$ cat config.mk
export PLATFORM = sky130hd
export DESIGN_NAME = mult_div_unit
export DESIGN_NICKNAME = d
export VERILOG_FILES = /design/src/rtl/mdu_pkg.sv /design/src/rtl/mdu_sign_fix.sv /design/src/rtl/mult_div_unit.sv
export SDC_FILE = /design/constraint.sdc
export NUM_CORES = 1
export LEC_CHECK = 0
export CAP_MARGIN = 25
export CORE_ASPECT_RATIO = 1.75
export CORE_MARGIN = 3
export CORE_UTILIZATION = 59
export DETAILED_ROUTE_END_ITERATION = 16
export HOLD_SLACK_MARGIN = 0.06
export MAX_ROUTING_LAYER = met4
export PLACE_DENSITY = 0.91
export SKIP_LAST_GASP = 1
export SYNTH_ARGS = -nofsm -noshare
export SYNTH_HDL_FRONTEND = slang
export SYNTH_SLANG_ARGS = --single-unit
$ cat constraint.sdc
create_clock -name clk -period 10.85 [get_ports clk]
set_clock_uncertainty 0.15 [all_clocks]
set_input_delay 3.255 -clock clk [delete_from_list [all_inputs] [get_ports clk]]
set_output_delay 3.255 -clock clk [all_outputs]
set_load 0.03 [all_outputs]
$ cat src/rtl/mdu_pkg.sv
// ============================================================================
// Module      : mdu_pkg
// Description : Shared definitions for the iterative multiply/divide unit.
// Revision    : 1.0
// ============================================================================
`default_nettype none

package mdu_pkg;

    localparam logic [1:0] OP_MULT  = 2'b00;
    localparam logic [1:0] OP_MULTU = 2'b01;
    localparam logic [1:0] OP_DIV   = 2'b10;
    localparam logic [1:0] OP_DIVU  = 2'b11;

    localparam int unsigned ITER_COUNT = 32;
    localparam int          CNT_W      = 6;
    localparam logic [CNT_W-1:0] LAST_ITER = CNT_W'(ITER_COUNT - 1);

    typedef enum logic {
        IDLE = 1'b0,
        RUN  = 1'b1
    } state_e;

    function automatic logic op_is_div(input logic [1:0] op);
        return (op == OP_DIV) || (op == OP_DIVU);
    endfunction

    function automatic logic op_is_signed(input logic [1:0] op);
        return (op == OP_MULT) || (op == OP_DIV);
    endfunction

endpackage

`default_nettype wire

$ cat src/rtl/mdu_sign_fix.sv
// ============================================================================
// Module      : mdu_sign_fix
// Description : Operand magnitudes on entry and result negation on write-back.
// Revision    : 1.0
// ============================================================================
`default_nettype none

module mdu_sign_fix #(
    parameter int XLEN = 32
) (
    input  logic                signed_i,
    input  logic [XLEN-1:0]     rs_i,
    input  logic [XLEN-1:0]     rt_i,
    output logic                rs_neg_o,
    output logic                rt_neg_o,
    output logic [XLEN-1:0]     rs_abs_o,
    output logic [XLEN-1:0]     rt_abs_o,
    input  logic [2*XLEN-1:0]   res_i,
    input  logic                neg_full_i,
    input  logic                neg_hi_i,
    input  logic                neg_lo_i,
    output logic [2*XLEN-1:0]   res_o
);

    assign rs_neg_o = signed_i & rs_i[XLEN-1];
    assign rt_neg_o = signed_i & rt_i[XLEN-1];
    assign rs_abs_o = rs_neg_o ? ({XLEN{1'b0}} - rs_i) : rs_i;
    assign rt_abs_o = rt_neg_o ? ({XLEN{1'b0}} - rt_i) : rt_i;

    // A product negates as one 64-bit value; quotient and remainder negate independently.
    always_comb begin
        res_o = res_i;
        if (neg_full_i) begin
            res_o = {(2*XLEN){1'b0}} - res_i;
        end else begin
            if (neg_hi_i) res_o[2*XLEN-1:XLEN] = {XLEN{1'b0}} - res_i[2*XLEN-1:XLEN];
            if (neg_lo_i) res_o[XLEN-1:0]      = {XLEN{1'b0}} - res_i[XLEN-1:0];
        end
    end

endmodule

`default_nettype wire

$ cat src/rtl/mult_div_unit.sv
// ============================================================================
// Module      : mult_div_unit
// Description : 32-cycle shift-add multiplier / restoring divider with HI/LO.
// Revision    : 1.0
// ============================================================================
`default_nettype none

module mult_div_unit
    import mdu_pkg::*;
#(
    parameter int XLEN = 32
) (
    input  logic              clk,
    input  logic              rst,
    input  logic              start_i,
    input  logic [1:0]        op_i,
    input  logic [XLEN-1:0]   rs_data_i,
    input  logic [XLEN-1:0]   rt_data_i,
    input  logic              hi_we_i,
    input  logic              lo_we_i,
    input  logic [XLEN-1:0]   wdata_i,
    output logic              busy_o,
    output logic              done_o,
    output logic [XLEN-1:0]   hi_o,
    output logic [XLEN-1:0]   lo_o
);

    state_e              state_q, state_d;
    logic [CNT_W-1:0]    cnt_q, cnt_d;
    logic [2*XLEN-1:0]   acc_q, acc_d;
    logic [XLEN-1:0]     opnd_q, opnd_d;
    logic [1:0]          op_q, op_d;
    logic                quo_neg_q, quo_neg_d;
    logic                rem_neg_q, rem_neg_d;
    logic                dz_q, dz_d;
    logic [XLEN-1:0]     rs_q, rs_d;
    logic [XLEN-1:0]     hi_q, hi_d;
    logic [XLEN-1:0]     lo_q, lo_d;
    logic                done_q, done_d;

    logic                w_rs_neg, w_rt_neg;
    logic [XLEN-1:0]     w_rs_abs, w_rt_abs;
    logic                w_div;
    logic [XLEN:0]       w_add_a, w_add_b;
    logic [XLEN+1:0]     w_sum;
    logic [2*XLEN-1:0]   w_acc_step;
    logic [2*XLEN-1:0]   w_res;

    mdu_sign_fix #(.XLEN(XLEN)) u_sign_fix (
        .signed_i   (op_is_signed(op_i)),
        .rs_i       (rs_data_i),
        .rt_i       (rt_data_i),
        .rs_neg_o   (w_rs_neg),
        .rt_neg_o   (w_rt_neg),
        .rs_abs_o   (w_rs_abs),
        .rt_abs_o   (w_rt_abs),
        .res_i      (w_acc_step),
        .neg_full_i (!w_div && quo_neg_q),
        .neg_hi_i   (w_div && rem_neg_q),
        .neg_lo_i   (w_div && quo_neg_q),
        .res_o      (w_res)
    );

    // One shared 33-bit adder: add for multiply, subtract (carry-out = no borrow) for divide.
    assign w_div   = op_is_div(op_q);
    assign w_add_a = w_div ? acc_q[2*XLEN-1:XLEN-1] : {1'b0, acc_q[2*XLEN-1:XLEN]};
    assign w_add_b = w_div ? ~{1'b0, opnd_q} : {1'b0, opnd_q};
    assign w_sum   = {1'b0, w_add_a} + {1'b0, w_add_b} + {{(XLEN+1){1'b0}}, w_div};

    always_comb begin
        if (w_div) begin
            w_acc_step = w_sum[XLEN+1] ? {w_sum[XLEN-1:0], acc_q[XLEN-2:0], 1'b1}
                                       : {acc_q[2*XLEN-2:0], 1'b0};
        end else begin
            w_acc_step = acc_q[0] ? {w_sum[XLEN:0], acc_q[XLEN-1:1]}
                                  : {1'b0, acc_q[2*XLEN-1:1]};
        end
    end

    always_comb begin
        state_d   = state_q;
        cnt_d     = cnt_q;
        acc_d     = acc_q;
        opnd_d    = opnd_q;
        op_d      = op_q;
        quo_neg_d = quo_neg_q;
        rem_neg_d = rem_neg_q;
        dz_d      = dz_q;
        rs_d      = rs_q;
        hi_d      = hi_q;
        lo_d      = lo_q;
        done_d    = 1'b0;
        case (state_q)
            IDLE: begin
                if (start_i) begin
                    state_d   = RUN;
                    cnt_d     = '0;
                    op_d      = op_i;
                    acc_d     = {{XLEN{1'b0}}, op_is_div(op_i) ? w_rs_abs : w_rt_abs};
                    opnd_d    = op_is_div(op_i) ? w_rt_abs : w_rs_abs;
                    quo_neg_d = w_rs_neg ^ w_rt_neg;
                    rem_neg_d = w_rs_neg;
                    dz_d      = (rt_data_i == '0);
                    rs_d      = rs_data_i;
                end else begin
                    if (hi_we_i) hi_d = wdata_i;
                    if (lo_we_i) lo_d = wdata_i;
                end
            end
            RUN: begin
                acc_d = w_acc_step;
                cnt_d = cnt_q + 1'b1;
                if (cnt_q == LAST_ITER) begin
                    state_d = IDLE;
                    done_d  = 1'b1;
                    if (w_div && dz_q) begin
                        hi_d = rs_q;
                        lo_d = '1;
                    end else begin
                        {hi_d, lo_d} = w_res;
                    end
                end
            end
            default: state_d = IDLE;
        endcase
    end

    always_ff @(posedge clk) begin
        if (rst) begin
            state_q   <= IDLE;
            cnt_q     <= '0;
            acc_q     <= '0;
            opnd_q    <= '0;
            op_q      <= OP_MULT;
            quo_neg_q <= 1'b0;
            rem_neg_q <= 1'b0;
            dz_q      <= 1'b0;
            rs_q      <= '0;
            hi_q      <= '0;
            lo_q      <= '0;
            done_q    <= 1'b0;
        end else begin
            state_q   <= state_d;
            cnt_q     <= cnt_d;
            acc_q     <= acc_d;
            opnd_q    <= opnd_d;
            op_q      <= op_d;
            quo_neg_q <= quo_neg_d;
            rem_neg_q <= rem_neg_d;
            dz_q      <= dz_d;
            rs_q      <= rs_d;
            hi_q      <= hi_d;
            lo_q      <= lo_d;
            done_q    <= done_d;
        end
    end

    assign busy_o = (state_q == RUN);
    assign done_o = done_q;
    assign hi_o   = hi_q;
    assign lo_o   = lo_q;

endmodule

`default_nettype wire

Word level (Yosys, flattened, before mapping)

Cells that the tools add are included.

Word-level logic and storage cells: 79
Bits of input ports: 103
Register bits: 205
Output and inout port bits: 66

Equal/unequal tests: 10
Reduce and logical (&&, ||, !) cells: 14
Add/subtract/negate cells: 8
Muxes and demuxes: 30
Bitwise operators: 5

Operator list:

| kind                                                                    | number |
|---|---|
| 32-bit two-way mux                                                      | 14 |
| 64-bit two-way mux                                                      | 5 |
| 32-bit one-hot mux with 2 select lines                                  | 2 |
| 64-bit one-hot mux with 2 select lines                                  | 1 |
| 1-bit by 32-bit subtractor with 32-bit output, first input constant     | 4 |
| 33-bit two-way mux                                                      | 2 |
| 1-bit by 64-bit subtractor with 64-bit output, first input constant     | 1 |
| 33-bit by 33-bit adder with 34-bit output                               | 1 |
| 34-bit by 1-bit adder with 34-bit output                                | 1 |
| 32-bit inverter with 33-bit output                                      | 1 |
| 32-bit zero test                                                        | 1 |
| 6-bit one-hot mux with 2 select lines                                   | 1 |
| 2-bit == test, second input constant                                    | 4 |
| 2-bit inequality test, second input constant                            | 4 |
| 6-bit by 1-bit adder with 6-bit output, second input constant           | 1 |
| 6-bit by 5-bit == test with 1-bit output, second input constant         | 1 |
| 6-bit two-way mux                                                       | 1 |
| 3-bit AND reduction                                                     | 2 |
| 1-bit logical AND                                                       | 4 |
| 1-bit logical OR                                                        | 3 |
| 1-bit two-way mux                                                       | 3 |
| 1-bit bitwise AND                                                       | 2 |
| 2-bit zero test                                                         | 1 |
| 2-bit by 1-bit inequality test with 1-bit output, second input constant | 1 |
| other kinds (6)                                                         | 6 |

Longest topological paths before layout

Word-level depth: 13
Gate-level depth with buffers: 31
Gate-level depth less buffers: 20

Modules after synthesis

Synthesis repeated with hierarchy kept, for this count alone.

Cells, all modules: 2255
Area total of the unflattened synthesis: 16543.4 um^2

By module, submodules not included:

| module        | sequential area each (um^2) | cells each | times used | area an instance (um^2) |
|---|---|---|---|---|
| mult_div_unit | 4083.9                      | 1731       | 1          | 13287.7 |
| mdu_sign_fix  | 0.0                         | 524        | 1          | 3255.6 |

Worst setup path before layout

OpenSTA, ideal clock, no wires.

Path type: register -> register
From: reg op_q[1]
To: reg hi_q[24] (netlist: hi_o[24])
Buffers on the path: 11
Period minus slack after synthesis: 7994 ps
Required time: 10609 ps
Setup time: 91 ps
Arrival: 7753 ps
Stages on the path, launching flop included: 31
Slack: 2856 ps
Cells stage by stage: dfxtp_1 buf_6 clkbuf_1 clkbuf_1 buf_1 buf_1 buf_2 buf_2 clkbuf_1 buf_1 mux2_2 ha_1 clkbuf_1 a21oi_1 o21a_1 a21boi_2 and2_2 a21oi_4 buf_6 nor2_1 ha_1 nand2_1 nor3_1 nand3_1 o21a_1 or4b_2 nor4_1 a41oi_1 xor2_1 nand2_1 a311oi_1

Longest elaborated chain between the ends: 13
Elaborated cells on any way between the ends: 21
Classes of those cells: add/sub: 4; eq/ne: 2; mux: 10; reduce/logical: 5

RTL lines:

| element                                       | RTL line                                 | RTL |
|---|---|---|
| start, declared                               | mult_div_unit.sv:32                      | `logic [1:0] op_q, op_d;` |
| start signal, assigned                        | mult_div_unit.sv:147                     | `op_q <= op_d;` |
| 2-bit == test                                 | mdu_pkg.sv:25                            | `return (op == OP_DIV) \|\| (op == OP_DIVU);` |
| 1-bit logical OR (*)                          | mdu_pkg.sv:25                            |  |
| 33-bit two-way mux, on equally long branches  | mult_div_unit.sv:66, mult_div_unit.sv:67 |  |
| 33-bit by 33-bit adder with 34-bit output     | mult_div_unit.sv:68                      | `assign w_sum = {1'b0, w_add_a} + {1'b0, w_add_b} + {{(XLEN+1){1'b0}}, w_div};` |
| 34-bit by 1-bit adder with 34-bit output      | mult_div_unit.sv:68                      |  |
| 64-bit two-way mux, on equally long branches  | mult_div_unit.sv:75, mult_div_unit.sv:72 |  |
| 64-bit two-way mux                            | mult_div_unit.sv:71                      | `if (w_div) begin` |
| 1-bit by 32-bit subtractor with 32-bit output | mdu_sign_fix.sv:36                       | `if (neg_hi_i) res_o[2*XLEN-1:XLEN] = {XLEN{1'b0}} - res_i[2*XLEN-1:XLEN];` |
| 32-bit two-way mux                            | mdu_sign_fix.sv:36                       |  |
| 64-bit two-way mux                            | mdu_sign_fix.sv:33                       | `if (neg_full_i) begin` |
| 32-bit two-way mux (*)                        | mult_div_unit.sv:116                     | `if (w_div && dz_q) begin` |
| 32-bit two-way mux (*)                        | mult_div_unit.sv:113                     | `if (cnt_q == LAST_ITER) begin` |
| 32-bit one-hot mux with 2 select lines (*)    | mult_div_unit.sv:93                      | `case (state_q)` |
| end signal, assigned                          | mult_div_unit.sv:152                     | `hi_q <= hi_d;` |
| end, declared                                 | mult_div_unit.sv:37                      | `logic [XLEN-1:0] hi_q, hi_d;` |

Mark *: on every way between the ends. The rest lies on a longest branch, timed or not. The select of a mux whose other input is x is not followed.
A chain may end at the register's enable or synchronous reset.

Worst setup path in the final report

Ends and elaborated chain as after synthesis.

==> metrics.txt <==
Area growth syn-to-layout 14.7%; RSZ-0062 raised after global routing false; Setup crit end kind flip-flop; core area 27,400 um2; FF-to-FF Start op_q[1]$_SDFFE_PP0P_; Setup Fix Bufs, Post-CTS 0; CTS H-tree lvls 1; DR iter-0 viols 2,481; sequential-to-total area share from yosys stat 24.7%; DR vias/cell 7.12; RePlAce Congestion 1.08; static leakage 7.03 nW; largest net degree at the start of global routing 118; crit path to hi_o[24]$_SDFFE_PP0P_; global route overflow 0; nets@finish 2,458; sum of negative setup slack 0 ns; GR Util All Layers 48.2%; TritonCTS Buffers 22; #FFs+latches synth 204; Synth cell types 104; Starting Density 60.4%; outcome finished clean; synth warn 0; CTS tree built; worst r2r dst hi_o[24]$_SDFFE_PP0P_; Synth async-reset ratio 0%; HP Class flip-flop to flip-flop; DRC viols 0; share of cells above drive strength 1 6.86%; Detail Route Antenna Nets 0; Critical Path RT 11.15 ns; WL final 73.8 mm; Final Slew Violations 0; min cycle time layout 7.38 ns; fin crit share 68.0%; synthesized area per cell 7.32 um2; Synth top cells by count nand2_1, nor2_1, a21oi_1; post-DR wirelength/cell 27.3 um; Max clock buf depth 3; area of the die 30,200 um2; Die Ht 228 um; HPWL Detailed 54.6 mm; Final Hold Fails 0; Core Rows 80; Mapped Cells 2,261; Top FF cell, synth dfxtp_1; Pwr per Cell Area 124 nW/um2; critical path launch point type flip-flop; Sequential cell area 4090 um2; later-pin clock latency in the skew report 0.55 ns; drt first pass iters 9; R2R Setup Slk 3.47 ns; most area-consuming cells after synthesis dfxtp_1, a21oi_1, nand2_1; area taken by multi-input logic gates 11,600 um2; post-synthesis net count 2,401; Crit Path Class flip-flop to flip-flop; Horiz. Die Dim 133 um; Max-cap violations 0; mapped cell area 16,600 um2; IO Count 169; VDD IR max 0.146 mV; initial antenna violation count 3; Post-CTS Hold Fix Bufs 0; Root Driver clkbuf_16; cts repair resizes 0; count leader, synth nand2_1; CP startpoint op_q[1]$_SDFFE_PP0P_; setup violators final 0; Tot Pwr 0.00235 W; Fillers 2,427; Rel. slew slack 24.3%; Worst-Margin Slew 1.13 ns; Worst R2R Path Depth 20; post-synth top area share 24.7%; IO Port Bufs 168; Clk pin slew, worst setup/hold paths 0.07 ns; fmax 135 MHz; dominant cell type by area after synthesis dfxtp_1; number of global-route vias before repair 18,130; via count 19,266; sinks on the clock net 204; CP arrival 7.69 ns; Post-synth EDFFs 0; first-pass GRT wire length 108 mm; critical path fanouts, max 63
routing by layer:
layer	vias up	track usage [%]	wire, um
met5	-	-	0
met4	0	49.2	9800
met3	599	9.30	6250
met2	1370	79.8	35000
met1	8881	45.6	22800
li1	8416	-	-
flip-flops by register name (all words and copies together), names as in the netlist, 6 cells and up:
name    cells
acc_q      64
hi_o       32
lo_o       32
opnd_q     32
rs_q       32
cnt_q       6
final cells by class:
class | count | share of cell area (%)
Sequential cell | 204 | 21.5
Timing Repair Buffer | 199 | 10.0
Tap cell | 369 | 2.43
Multi-Input combinational cell | 1837 | 60.9
Inverter | 54 | 1.07
Clock inverter | 13 | 0.679
Clock buffer | 27 | 3.26
Antenna cell | 3 | 0.0395
logic make-up after synthesis:
group	after synthesis	share of synthesized area, %
AOI/OAI and AO/OA	735	30.1
adders and majority gates	37	2.84
DFF	204	24.7
and+or+nand+nor	825	23.3
muxes	81	5.10
buffers and inverters	220	5.55
xor gates and xnor gates	159	8.41
layout by cell type (no fill, tap or decap), drive strengths merged, types with 56 or more instances in the layout:
cell type / netlist / final
nand2: 268 / 268
dfxtp: 204 / 204
xnor2: 68 / 68
a211oi: 130 / 130
o21ai: 110 / 110
nor3: 80 / 80
inv: 53 / 56
nor2: 248 / 248
a21oi: 218 / 218
xor2: 91 / 91
clkdlybuf4s50: 0 / 166
worst max-delay path, stage by stage (launching register included):
cell and delay [ns]:
dfxtp_4 0.61, buf_4 0.65, mux2_2 0.41, ha_1 0.39
a21oi_1 0.29, o21ai_1 0.15, a21oi_2 0.45, and2_2 0.32
a21oi_4 0.23, nor2_1 0.47, ha_1 0.29, nand2_1 0.10
nor3_1 0.38, nand3_1 0.26, o21a_1 0.38, or4b_2 0.69
nor4_1 0.25, a41oi_1 0.17, xor2_1 0.21, nand2_1 0.07
a311oi_1 0.30
power breakdown:
part | switching [W] | internal [W]
clock network | 0.000353 | 0.000438
registers | 0.0000577 | 0.000793
logic | 0.000467 | 0.000246
worst min path at each step:
stage / start / to / depth (start not counted)
3_5_place_dp: rs_q[22]$_SDFFE_PP0P_ / rs_q[22]$_SDFFE_PP0P_ / 2
5_1_grt: rs_q[22]$_SDFFE_PP0P_ / rs_q[22]$_SDFFE_PP0P_ / 2
3_3_place_gp: rs_q[22]$_SDFFE_PP0P_ / rs_q[22]$_SDFFE_PP0P_ / 2
4_1_cts: rs_q[22]$_SDFFE_PP0P_ / rs_q[22]$_SDFFE_PP0P_ / 2
6_report: rs_q[22]$_SDFFE_PP0P_ / rs_q[22]$_SDFFE_PP0P_ / 2
2_1_floorplan: rs_q[22]$_SDFFE_PP0P_ / rs_q[22]$_SDFFE_PP0P_ / 2
stage by stage:
step	instances	worst slack (ns)	util [%]	hold WS, ns	area (um2)
2_1_floorplan	2261	2.86	-	0.282	16600
3_3_place_gp	2662	3.89	66.5	0.290	18200
3_5_place_dp	2662	3.70	66.5	0.296	18200
4_1_cts	2702	3.68	69.2	0.306	19000
5_1_grt	2706	2.72	69.2	0.330	19000
6_report	2706	3.47	69.2	0.305	19000
No activity file was read; power rests on OpenSTA's default activity.
